**src/rtl/mode_switch_sequencer_pkg.sv**
```systemverilog
// Shared types for the mode-switch sequencer: FSM state encoding and the
// flag-register update-mode selector values.
package mode_switch_sequencer_pkg;

    typedef enum logic [2:0] {
        IDLE    = 3'd0,
        SAVE    = 3'd1,
        POP     = 3'd2,
        RESTORE = 3'd3,
        TOGGLE  = 3'd4,
        DONE    = 3'd5,
        FAULT   = 3'd6
    } state_t;

    localparam logic [3:0] UPD_NONE  = 4'd0;
    localparam logic [3:0] UPD_SHIFT = 4'd1;
    localparam logic [3:0] UPD_ADD   = 4'd2;
    localparam logic [3:0] UPD_MOV   = 4'd3;
    localparam logic [3:0] UPD_OVF   = 4'd4;
    localparam logic [3:0] UPD_SWI   = 4'd5;

endpackage

```
**src/rtl/mode_switch_sequencer_flag_stack.sv**
```systemverilog
// Bounded LIFO of saved {N,Z,C,V} flag sets. Push on full and pop on empty
// are ignored so the pointer never wraps; dout always shows the top entry.
module flag_stack #(
    parameter int DEPTH = 4,
    parameter int WIDTH = 4
) (
    input  logic                     clock,
    input  logic                     reset,
    input  logic                     push,
    input  logic                     pop,
    input  logic [WIDTH-1:0]         din,
    output logic [WIDTH-1:0]         dout,
    output logic                     full,
    output logic                     empty,
    output logic [$clog2(DEPTH):0]   count
);

    localparam int PW = $clog2(DEPTH);
    localparam int CW = PW + 1;

    logic [WIDTH-1:0] r_mem [DEPTH];
    logic [CW-1:0]    r_count;
    logic [PW-1:0]    w_wr_idx;
    logic [PW-1:0]    w_top_idx;
    logic             w_do_push;
    logic             w_do_pop;

    assign full      = (r_count == CW'(DEPTH));
    assign empty     = (r_count == '0);
    assign count     = r_count;
    // At count==DEPTH the low bits wrap to 0, so top index lands on DEPTH-1.
    assign w_wr_idx  = r_count[PW-1:0];
    assign w_top_idx = w_wr_idx - PW'(1);
    assign w_do_push = push && !full;
    assign w_do_pop  = pop && !empty && !push;
    assign dout      = r_mem[w_top_idx];

    always_ff @(posedge clock) begin
        if (reset) begin
            r_count <= '0;
        end else if (w_do_push) begin
            r_count <= r_count + CW'(1);
        end else if (w_do_pop) begin
            r_count <= r_count - CW'(1);
        end
    end

    always_ff @(posedge clock) begin
        if (!reset && w_do_push) begin
            r_mem[w_wr_idx] <= din;
        end
    end

endmodule

```
**src/rtl/mode_switch_sequencer.sv**
```systemverilog
// Sequences software-interrupt entry (save flags, toggle mode) and return
// (pop flags, restore, toggle mode) onto the flag register's write port.
module mode_switch_sequencer
    import mode_switch_sequencer_pkg::*;
#(
    parameter int DEPTH = 4
) (
    input  logic                     clock,
    input  logic                     reset,
    input  logic                     swi_req,
    input  logic                     rti_req,
    input  logic                     stall,
    input  logic [4:0]               flags_in,
    output logic                     spec_enable,
    output logic [3:0]               update_mode,
    output logic                     restore_sel,
    output logic [3:0]               restore_flags,
    output logic                     busy,
    output logic                     ack,
    output logic                     fault,
    output logic [$clog2(DEPTH):0]   depth_used,
    output state_t                   dbg_state
);

    state_t     r_state;
    state_t     w_next_state;
    logic [3:0] r_restore_flags;
    logic       w_push;
    logic       w_pop;
    logic       w_spec;
    logic [3:0] w_mode;
    logic       w_rsel;
    logic       w_ack;
    logic       w_fault;
    logic       w_busy;
    logic [3:0] w_stack_dout;
    logic       w_full;
    logic       w_empty;
    logic       w_unused_mode_bit;

    // The M bit is toggled by the flag register itself and is not saved.
    assign w_unused_mode_bit = flags_in[0];

    flag_stack #(
        .DEPTH (DEPTH),
        .WIDTH (4)
    ) u_flag_stack (
        .clock (clock),
        .reset (reset),
        .push  (w_push),
        .pop   (w_pop),
        .din   (flags_in[4:1]),
        .dout  (w_stack_dout),
        .full  (w_full),
        .empty (w_empty),
        .count (depth_used)
    );

    always_ff @(posedge clock) begin
        if (reset) begin
            r_state         <= IDLE;
            r_restore_flags <= '0;
        end else begin
            r_state <= w_next_state;
            if (w_pop) begin
                r_restore_flags <= w_stack_dout;
            end
        end
    end

    always_comb begin
        w_next_state = r_state;
        w_push       = 1'b0;
        w_pop        = 1'b0;
        w_spec       = 1'b0;
        w_mode       = UPD_NONE;
        w_rsel       = 1'b0;
        w_ack        = 1'b0;
        w_fault      = 1'b0;
        w_busy       = (r_state != IDLE);
        // Every action below is gated by !stall so a stall freezes the state.
        case (r_state)
            IDLE: begin
                if (!stall) begin
                    if (swi_req) begin
                        w_next_state = w_full ? FAULT : SAVE;
                    end else if (rti_req) begin
                        w_next_state = w_empty ? FAULT : POP;
                    end
                end
            end
            SAVE: begin
                if (!stall) begin
                    w_push       = 1'b1;
                    w_next_state = TOGGLE;
                end
            end
            POP: begin
                if (!stall) begin
                    w_pop        = 1'b1;
                    w_next_state = RESTORE;
                end
            end
            RESTORE: begin
                if (!stall) begin
                    w_spec       = 1'b1;
                    w_mode       = UPD_ADD;
                    w_rsel       = 1'b1;
                    w_next_state = TOGGLE;
                end
            end
            TOGGLE: begin
                if (!stall) begin
                    w_spec       = 1'b1;
                    w_mode       = UPD_SWI;
                    w_next_state = DONE;
                end
            end
            DONE: begin
                if (!stall) begin
                    w_ack        = 1'b1;
                    w_next_state = IDLE;
                end
            end
            FAULT: begin
                if (!stall) begin
                    w_fault      = 1'b1;
                    w_next_state = IDLE;
                end
            end
            default: begin
                w_next_state = IDLE;
            end
        endcase
        // Reset aborts on the same edge: no partial flag write, no stack change.
        if (reset) begin
            w_push  = 1'b0;
            w_pop   = 1'b0;
            w_spec  = 1'b0;
            w_mode  = UPD_NONE;
            w_rsel  = 1'b0;
            w_ack   = 1'b0;
            w_fault = 1'b0;
            w_busy  = 1'b0;
        end
    end

    assign spec_enable   = w_spec;
    assign update_mode   = w_mode;
    assign restore_sel   = w_rsel;
    assign restore_flags = r_restore_flags;
    assign busy          = w_busy;
    assign ack           = w_ack;
    assign fault         = w_fault;
    assign dbg_state     = r_state;

endmodule

```
**config.mk**
```make
export PLATFORM = sky130hd
export DESIGN_NAME = mode_switch_sequencer
export DESIGN_NICKNAME = d
export VERILOG_FILES = /design/src/rtl/mode_switch_sequencer_pkg.sv /design/src/rtl/mode_switch_sequencer_flag_stack.sv /design/src/rtl/mode_switch_sequencer.sv
export SDC_FILE = /design/constraint.sdc
export NUM_CORES = 1
export LEC_CHECK = 0
export CORE_ASPECT_RATIO = 1.75
export CORE_MARGIN = 2
export CORE_UTILIZATION = 44
export CTS_CLUSTER_DIAMETER = 150
export DETAILED_ROUTE_END_ITERATION = 8
export PLACE_DENSITY = 0.74
export SYNTH_ARGS = -nofsm -noshare
export SYNTH_HDL_FRONTEND = slang
export SYNTH_SLANG_ARGS = --single-unit
```
**constraint.sdc**
```tcl
create_clock -name clock -period 2.2 [get_ports clock]
set_input_delay 0.44 -clock clock [delete_from_list [all_inputs] [get_ports clock]]
set_output_delay 0.44 -clock clock [all_outputs]
set_load 0.01 [all_outputs]
```
==> run summary <==
## Logic synthesis
* 38 — number of unique standard cell types used by synthesis
* 36.5% — post-synth top area share
* 26 — Seq cells post-synth
* edfxtp_1 (37%), dfxtp_1 (15%), mux4_2 (6.9%) — main area contributors after synthesis
* 16 — number of flops mapped to enable cells by yosys
* 124 — synthesized netlist net count
* 51.8% — portion of the post-synthesis area used by sequential elements
* 0 — synthesis warning total
* edfxtp_1 — Yosys top cell by area
* edfxtp_1 — Top FF cell, synth
* 109 — synthesized netlist cell count
* 0% — async set-or-reset flop fraction in the synthesized netlist
* 12.1 sq um — Post-Syn Area per Cell
* 1320 sq um — synthesized cell area
* edfxtp_1 (16), dfxtp_1 (10), nor2_1 (9) — commonest cells in the synthesized netlist
* edfxtp_1 — most common cell in the synthesized netlist

## Floorplanning
* 76.3 um — Vert. Die Dim
* 29 — count of boundary I/O pins
* 2900 sq um — core area
* 45.4% — starting utilization of the core area
* 26 — standard-cell row count
* 3460 sq um — Die Footprint
* 45.3 um — floorplan die width

## Worst setup path
* primary output — Critical Path End Type
* u_flag_stack.count[2] — Critical R2R Capture
* 530 ps — Crit path largest cell delay
* flip-flop — kind of start point of the critical path
* 7 — cell depth of the worst flop-to-flop path
* 9 — crit path max fanout
* clkdlybuf4s50_1 — cell with the largest stage delay on the worst path
* u_flag_stack.count[1] — source of the worst register-to-register timing path
* 1640 ps — Arr. time, crit path
* inv_1 > nor3_2 > o21a_1 > clkdlybuf4s50_1 — cells traversed along the worst timing path
* flip-flop to primary output — CP Class
* 210 ps — reg-to-reg slack, setup
* 1760 ps — data required time of the worst path

## Power
* 0.000887 W — Internal
* 18.4% — combinational share of power
* 23.4% — sw frac
* 33.6% — portion of total power attributed to the clock network
* 0.00116 W — total power
* 47.9% — Flop pwr share
* 0.000272 W — P_sw
* 0.476 mV — peak ir drop on the vdd network
* 0.691 nW — Pleak
* 650 nW/um^2 — areal power density over the cells

## STA
* 2080 ps — final critical delay including setup and external delays
* 0 — max-slew violation count
* 0 ps — Total Neg Setup Slack
* 481 MHz — highest attainable clock frequency
* 604 ps — final-layout worst hold slack
* 94.5% — share of the clock period used by the worst path after layout
* 2.59 ps — Post-Route Skew
* 0 — number of failing setup endpoints in the final timing report
* no — unrepaired setup endpoints after global routing
* 0 — final hold violation count

## Clocking
* 2 — clk buf depth
* 90 ps — Worst-path clk slew
* clkbuf_8 — clock tree root driver cell
* 0 — number of setup buffers added after CTS
* done — CTS tree
* 3 — CTS buffer count
* 26 — number of sinks handled by clock tree synthesis
* 1 — H-Tree Level Count
* 270 ps — worst skew pair latency

## Job
* 0 — reported max-cap violation count

## Drt
* 0 — number of nets still failing antenna checks after routing
* 2.72 mm — total wirelength of the detailed-routed design
* 0 — DRC
* 19 — number of DRC violations after detailed-routing iteration 0
* 5.68 — detail-routed via count per cell
* 972 — via count
* 15.9 um — average detailed-routed wire length per instance
* 4 — number of detailed-route iterations in the first pass

## Final layout
* 61.5% — Core Util, Final
* 27.3% — layout cells sized above 1
* 35.5% — area grow syn2layout
* 159 — Nets
* 0 — Ant. Diodes

## Place
* 0.778 — global placement routability congestion
* 2.11 mm — Detailed Place HPWL
* 26 — Port Buffers

## Global route
* 0 — GR Overflow Total
* 16 — maximum number of pins on one net before global-route repair
* 0 — number of antenna violations at the first check in global routing
* 4.35 mm — global-route wire length before repair
* 17.1% — All-Layer GR Usage
* 987 — vias in the first global route

## Worst hold path
* dbg_state[1] — hold worst-path end
* dbg_state[0] — hold wc startpoint
* flip-flop to flip-flop — class of the tightest hold or removal check
* 1 — worst hold path depth

## Run status
* complete, no violations — result of the run

-- critical path, delay by kind of cell, from the launching register on --
family          cells  cell delay (ps)
simple gates        1              180
buf+inv             2              640
flops               1              410
compound gates      1              140
-- logic make-up after synthesis --
family | after synthesis | synth area share (%)
and+or+nand+nor | 35 | 14.4
DFF | 26 | 51.8
AOI/OAI and AO/OA | 14 | 8.56
buffers and inverters | 14 | 5.33
muxes | 10 | 12.2
adders and majority gates | 6 | 5.52
xor gates and xnor gates | 3 | 2.00
other | 1 | 0.285
-- placed cells by master, fill, tap and decap left out, types with 3 or more instances in the layout --
cell             instances
nand2_1                  5
nand2b_1                 3
dfxtp_1                  7
buf_4                   12
ha_1                     5
and2_1                   3
clkbuf_8                 3
nor2b_1                  4
nor2_1                   8
inv_1                    6
a21oi_1                  3
mux4_2                   4
dfxtp_2                  3
edfxtp_1                16
xnor2_1                  3
dlygate4sd2_1            7
clkdlybuf4s50_1         18
mux2_2                   4
-- layer usage --
| metal | vias up | wire, um | global-route usage [%] |
|---|---|---|---|
| li1 | 467 | - | - |
| met1 | 469 | 977 | 17.4 |
| met2 | 29 | 1590 | 30.6 |
| met3 | 7 | 82 | 3.08 |
| met4 | 0 | 76 | 8.82 |
| met5 | - | 0 | 0 |
-- area by class of cell --
class | count | area, sq um
Fill cell | 235 | 1110
Sequential cell | 26 | 684
Multi-Input combinational cell | 69 | 624
Timing Repair Buffer | 38 | 344
Clock buffer | 3 | 41.3
Tap cell | 28 | 35.0
Clock inverter | 1 | 30.0
Inverter | 6 | 22.5
-- per-stage QoR --
step,cell area [sq um],std cells,setup slack [ps]
after floorplan,1320,109,33.2
after global placement,1660,167,-264
after detailed placement,1660,167,-372
after CTS,1750,171,23.4
after global routing,1780,171,29.4
final,1780,171,121
-- how the worst max path moves through the flow --
stage                     startpoint                    end  depth (start not counted)
2_1_floorplan  u_flag_stack.count[0]  u_flag_stack.count[2]                          8
3_3_place_gp                   reset  u_flag_stack.count[2]                          7
3_5_place_dp                   reset  u_flag_stack.count[2]                          7
4_1_cts                 dbg_state[2]            spec_enable                          4
5_1_grt                 dbg_state[2]            spec_enable                          4
6_report                dbg_state[2]            spec_enable                          4
-- state kept, by name (all words and copies together) (netlist names) --
register            flops
dbg_state               3
u_flag_stack.r_mem     16
u_flag_stack.count      3
restore_flags           4
-- timing repair --
item | in CTS | in global routing
hold endpoints to repair | 0 | 0
hold buffers | 0 | 0
pin swaps | 0 | 0
gates resized for setup | 12 | 8
setup endpoints to repair | 7 | 2
-- power by group through the flow --
stage | combinational, W | clock (W) | sequential, W
after CTS | 0.000206 | 0.000399 | 0.000553
after global routing | 0.000234 | 0.000419 | 0.000558
after floorplan | 0.000112 | 0 | 0.000561
after detailed placement | 0.000200 | 0 | 0.000564
after global placement | 0.000195 | 0 | 0.000562
final | 0.000213 | 0.000390 | 0.000556
Power figures use the tool's default switching activity.
